## src/rtl/tt_sequencer.sv

```systemverilog
// Truth-table driver/checker for 2**N-input-combination gates: steps vec, samples s_in after
// SETTLE cycles, counts mismatches against TRUTH. Optional capture build: define TT_CAPTURE_EN.
module tt_sequencer #(
  parameter int              N      = 2,
  parameter int              SETTLE = 1,
  parameter logic [2**N-1:0] TRUTH  = 4'b1000
) (
  input  logic              clk,
  input  logic              rst_n,
  input  logic              start,
  output logic [N-1:0]      vec,
  input  logic              s_in,
  output logic              busy,
  output logic              done,
  output logic              pass,
  output logic [N:0]        mism,
  output logic [2**N-1:0]   obs_tt
);

  localparam int CW = $clog2(SETTLE + 1);
  localparam logic [CW-1:0] CNT_LAST  = CW'(SETTLE - 1);
  localparam logic [CW-1:0] CNT_ONE   = CW'(1);
  localparam logic [N-1:0]  VEC_LAST  = {N{1'b1}};
  localparam logic [N-1:0]  VEC_ONE   = N'(1);
  localparam logic [N:0]    MISM_ONE  = (N + 1)'(1);

  typedef enum logic [1:0] {
    ST_IDLE   = 2'd0,
    ST_SETTLE = 2'd1,
    ST_SAMPLE = 2'd2,
    ST_DONE   = 2'd3
  } state_t;

  state_t          state_r;
  state_t          state_s;
  logic [N-1:0]    vec_r;
  logic [CW-1:0]   cnt_r;
  logic [N:0]      mism_r;
  logic            pass_r;
  logic            busy_r;
  logic            done_r;
  logic            busy_s;
  logic            done_s;
  logic            miss_s;

  function automatic logic tt_expect(input logic [N-1:0] v);
    return TRUTH[v];
  endfunction

  // FSM state register
  always_ff @(posedge clk or negedge rst_n) begin
    if (!rst_n) begin
      state_r <= ST_IDLE;
    end else begin
      state_r <= state_s;
    end
  end

  // FSM next-state decode
  always_comb begin
    state_s = state_r;
    case (state_r)
      ST_IDLE: begin
        if (start) state_s = ST_SETTLE;
        else       state_s = ST_IDLE;
      end
      ST_SETTLE: begin
        if (cnt_r == CNT_LAST) state_s = ST_SAMPLE;
        else                   state_s = ST_SETTLE;
      end
      ST_SAMPLE: begin
        if (vec_r == VEC_LAST) state_s = ST_DONE;
        else                   state_s = ST_SETTLE;
      end
      ST_DONE: state_s = ST_IDLE;
      default: state_s = ST_IDLE;
    endcase
  end

  // FSM output decode, evaluated on the next state so busy/done can be registered
  always_comb begin
    busy_s = 1'b0;
    done_s = 1'b0;
    case (state_s)
      ST_SETTLE: busy_s = 1'b1;
      ST_SAMPLE: busy_s = 1'b1;
      ST_DONE:   done_s = 1'b1;
      ST_IDLE:   busy_s = 1'b0;
      default:   busy_s = 1'b0;
    endcase
  end

  // Sample-time comparison against the expected truth table
  always_comb begin
    if (s_in != tt_expect(vec_r)) miss_s = 1'b1;
    else                          miss_s = 1'b0;
  end

  // Registered busy/done flags
  always_ff @(posedge clk or negedge rst_n) begin
    if (!rst_n) begin
      busy_r <= 1'b0;
      done_r <= 1'b0;
    end else begin
      busy_r <= busy_s;
      done_r <= done_s;
    end
  end

  // Vector stepping, settle counting, mismatch accounting and verdict
  always_ff @(posedge clk or negedge rst_n) begin
    if (!rst_n) begin
      vec_r  <= {N{1'b0}};
      cnt_r  <= {CW{1'b0}};
      mism_r <= {(N + 1){1'b0}};
      pass_r <= 1'b0;
    end else begin
      case (state_r)
        ST_IDLE: begin
          if (start) begin
            vec_r  <= {N{1'b0}};
            cnt_r  <= {CW{1'b0}};
            mism_r <= {(N + 1){1'b0}};
            pass_r <= 1'b0;
          end
        end
        ST_SETTLE: begin
          cnt_r <= cnt_r + CNT_ONE;
        end
        ST_SAMPLE: begin
          if (miss_s) mism_r <= mism_r + MISM_ONE;
          if (vec_r != VEC_LAST) begin
            vec_r <= vec_r + VEC_ONE;
            cnt_r <= {CW{1'b0}};
          end
        end
        ST_DONE: begin
          pass_r <= (mism_r == {(N + 1){1'b0}});
          vec_r  <= {N{1'b0}};
        end
        default: begin
          vec_r <= {N{1'b0}};
        end
      endcase
    end
  end

`ifdef TT_CAPTURE_EN
  logic [2**N-1:0] obs_r;

  // Observed truth table capture, one bit per sampled vector
  always_ff @(posedge clk or negedge rst_n) begin
    if (!rst_n) begin
      obs_r <= {(2**N){1'b0}};
    end else begin
      case (state_r)
        ST_IDLE: begin
          if (start) obs_r <= {(2**N){1'b0}};
        end
        ST_SAMPLE: obs_r[vec_r] <= s_in;
        default:   obs_r <= obs_r;
      endcase
    end
  end

  assign obs_tt = obs_r;
`else
  assign obs_tt = {(2**N){1'b0}};
`endif

  assign vec  = vec_r;
  assign busy = busy_r;
  assign done = done_r;
  assign pass = pass_r;
  assign mism = mism_r;

endmodule

```

## config.mk

```make
export PLATFORM = sky130hd
export DESIGN_NAME = tt_sequencer
export DESIGN_NICKNAME = d
export VERILOG_FILES = /design/src/rtl/tt_sequencer.sv
export SDC_FILE = /design/constraint.sdc
export NUM_CORES = 1
export LEC_CHECK = 0
export ABC_CLOCK_PERIOD_IN_PS = 2100
export CORE_MARGIN = 1.5
export CORE_UTILIZATION = 45
export DETAILED_ROUTE_END_ITERATION = 8
export PLACE_DENSITY = 0.85
export SLEW_MARGIN = 20
export SYNTH_ARGS = -nofsm -noshare
export SYNTH_HDL_FRONTEND = slang
export SYNTH_SLANG_ARGS = --single-unit
```

## constraint.sdc

```tcl
create_clock -name clk -period 2.1 [get_ports clk]
set_clock_uncertainty 0.05 [all_clocks]
set_input_delay 0.42 -clock clk [delete_from_list [all_inputs] [get_ports clk]]
set_output_delay 0.42 -clock clk [all_outputs]
set_load 0.1 [all_outputs]
```

==> metrics.txt <==
FF-to-FF Start vec[0]; Final period util roughly 77%; maximum cell stage delay along the critical path roughly 0.43 ns; buffer cell driving the clock tree root sky130_fd_sc_hd__clkbuf_4; clock tree from TritonCTS built; area after detailed placement just under 700 um2; count of input and output buffers 11; starting density of the core a little under half; Final Worst Setup Slack between 0.4 and 0.5 ns; number of global-route vias before repair 410; die height between 30 and 40 um; Synth Area per Inst about 10 um2; horizontal die dimension ~40 um; latest clock arrival within the worst-skew pair 0.27 ns; combinational family with the most area after synthesis compound AO/OA/AOI/OAI gates; Detailed Place HPWL 790 um; mux share of post-synthesis cell area about 1.9%; commonest non-fill, non-tap cells in the layout 9 x sky130_fd_sc_hd__dfrtp_1, 8 x sky130_fd_sc_hd__buf_4, 6 x sky130_fd_sc_hd__a21oi_1; n_diodes 0; via count approximately 450; iteration count of the initial detailed-routing pass 6; Core Box Area around 1300 um2; clock tree buffer depth 2; critical setup path kind register to register; Worst Setup End Kind register; pin count of the biggest net entering global routing 17; detail-routed via count per cell about 5.3; number of clock buffers inserted by TritonCTS 3; gpl congestion about 0.74; all-layer global routing usage between 15 and 20%; Synth Area in XOR/XNOR 5.57%; Std-Cell Rows 13; Register-to-Register Path Depth 4; number of hold buffers added after cts 0; measured slew at the worst slew-check pin 0.496 ns; commonest non-fill, non-tap cell in the layout sky130_fd_sc_hd__dfrtp_1; wire length of the first global-routing pass about 1.9 mm; f_max ~0.62 GHz; count of max-cap constraint violations 0; synth unique cells 26; final period demand of the worst path 1.62 ns; CTS clock-pin slew for the worst setup and hold paths around 0.07 ns; cells after synthesis between 50 and 60; share of the synthesized area in compound gates (AO/OA/AOI/OAI) between 10% and 20%; slowest library cell on the worst path sky130_fd_sc_hd__dfrtp_2; die area 1580 um2; wire length per cell after detailed routing roughly 13 um; CP delay by family, top flip-flops; Setup TNS Final 0 ns; result of the run finished, final reports clean; final global-route overflow total 0; core occupancy in the finished layout approximately 56%; net total in the final layout 80; count of H-tree levels built during CTS 1; arrival time at the worst endpoint 1.73 ns; Iter 0 DRT Violations 10; clock sink count 11; DRT antenna net count 0; I/O pin total 16; synth-to-layout area growth 17.9%; residual DRC count 0; startpoint type of the worst setup path register; setup repair after global routing missed its margin false; reg-to-reg endpoint mism[2]; share of flip-flops with an asynchronous set or reset 100%; fraction of the mapped netlist area in simple logic gates 10.5%; Cell Chain, Critical Path ha_1, xor2_2, and4b_1, a211o_1; final setup vio count 0; number of gates resized after cts 0; number of hold violations in the final report 0; final wirelength 1.09 mm; number of synthesized register bits 11; Max FO, Critical Path 6; buffer count from post-CTS setup fixing 0; portion of the post-synthesis area used by sequential elements a little under half; class of the worst hold path input port to asynchronous set/reset pin; total non-filler cell area in the finished layout slightly above 700 um2; worst reg2reg setup slack a little under 0.5 ns; number of enable flip-flop cells after synthesis 0; Max Transition Viols Final 0; WP buf/inv 0; share of cells above drive strength 1 approximately a fifth; most common flop cell mapped by yosys sky130_fd_sc_hd__dfrtp_1; headroom to the max-slew limit between 60% and 70%; Critical Path RT 2.22 ns; synthesized cell area 607 um2; Yosys Warn Count 0; synthesized-area fraction occupied by adder cells approximately 8%; pre-CTS setup slack roughly 0.4 ns; antenna violations before repair 0
state kept, by name, indices dropped and copies added, names as in the netlist:
signal and count:
mism 3, state_r 2, vec 2, busy 1, cnt_r 1, done 1, pass 1
cell type report:
class,count,area [um2]
Fill cell,118,569
Multi-Input combinational cell,41,288
Sequential cell,11,278
Timing Repair Buffer,11,90.1
Clock buffer,4,26.3
Tap cell,15,18.8
Inverter,4,15.0
per-stage QoR:
stage          hold slack (ns)  std cells
2_1_floorplan           0.0744         62
3_3_place_gp             0.470         82
3_5_place_dp             0.478         82
4_1_cts                  0.439         86
5_1_grt                  0.465         86
6_report                 0.425         86
synthesized netlist by cell type, types with 2 or more instances:
cell type	n	area, um2
sky130_fd_sc_hd__ha_1	4	50.1
sky130_fd_sc_hd__a21oi_1	6	30.0
sky130_fd_sc_hd__nor2_1	2	7.51
sky130_fd_sc_hd__buf_4	4	30.0
sky130_fd_sc_hd__buf_2	2	10.0
sky130_fd_sc_hd__a22o_1	2	17.5
sky130_fd_sc_hd__nand2b_1	3	18.8
sky130_fd_sc_hd__dfrtp_1	11	275
sky130_fd_sc_hd__a32oi_1	2	17.5
sky130_fd_sc_hd__inv_1	4	15.0
sky130_fd_sc_hd__nand2_1	3	11.3
sky130_fd_sc_hd__o21ai_0	2	10.0
worst max-delay path by stage:
stage / from / to / depth (start not counted)
after global placement: s_in / mism[2] / 4
final: vec[0] / mism[2] / 4
after floorplan: vec[0] / mism[2] / 4
after detailed placement: s_in / mism[2] / 4
after global routing: vec[0] / mism[2] / 4
after CTS: vec[0] / mism[2] / 4
metal layers:
layer	global-route usage, %	up-vias	share of wire [%]
li1	-	221	-
met1	23.0	211	44
met2	28.3	18	46
met3	5.11	4	5.1
met4	15.5	0	4.0
met5	0	-	0
logic make-up after synthesis:
| group | after synthesis |
|---|---|
| xor gates and xnor gates | 3 |
| buffers and inverters | 10 |
| adders and majority gates | 4 |
| and+or+nand+nor | 12 |
| other | 1 |
| muxes | 1 |
| DFF | 11 |
| AOI/OAI and AO/OA | 17 |
Power is left out: the tool's default activity adds up to more than one toggle a clock period on the data nets, which glitch-free logic cannot reach.
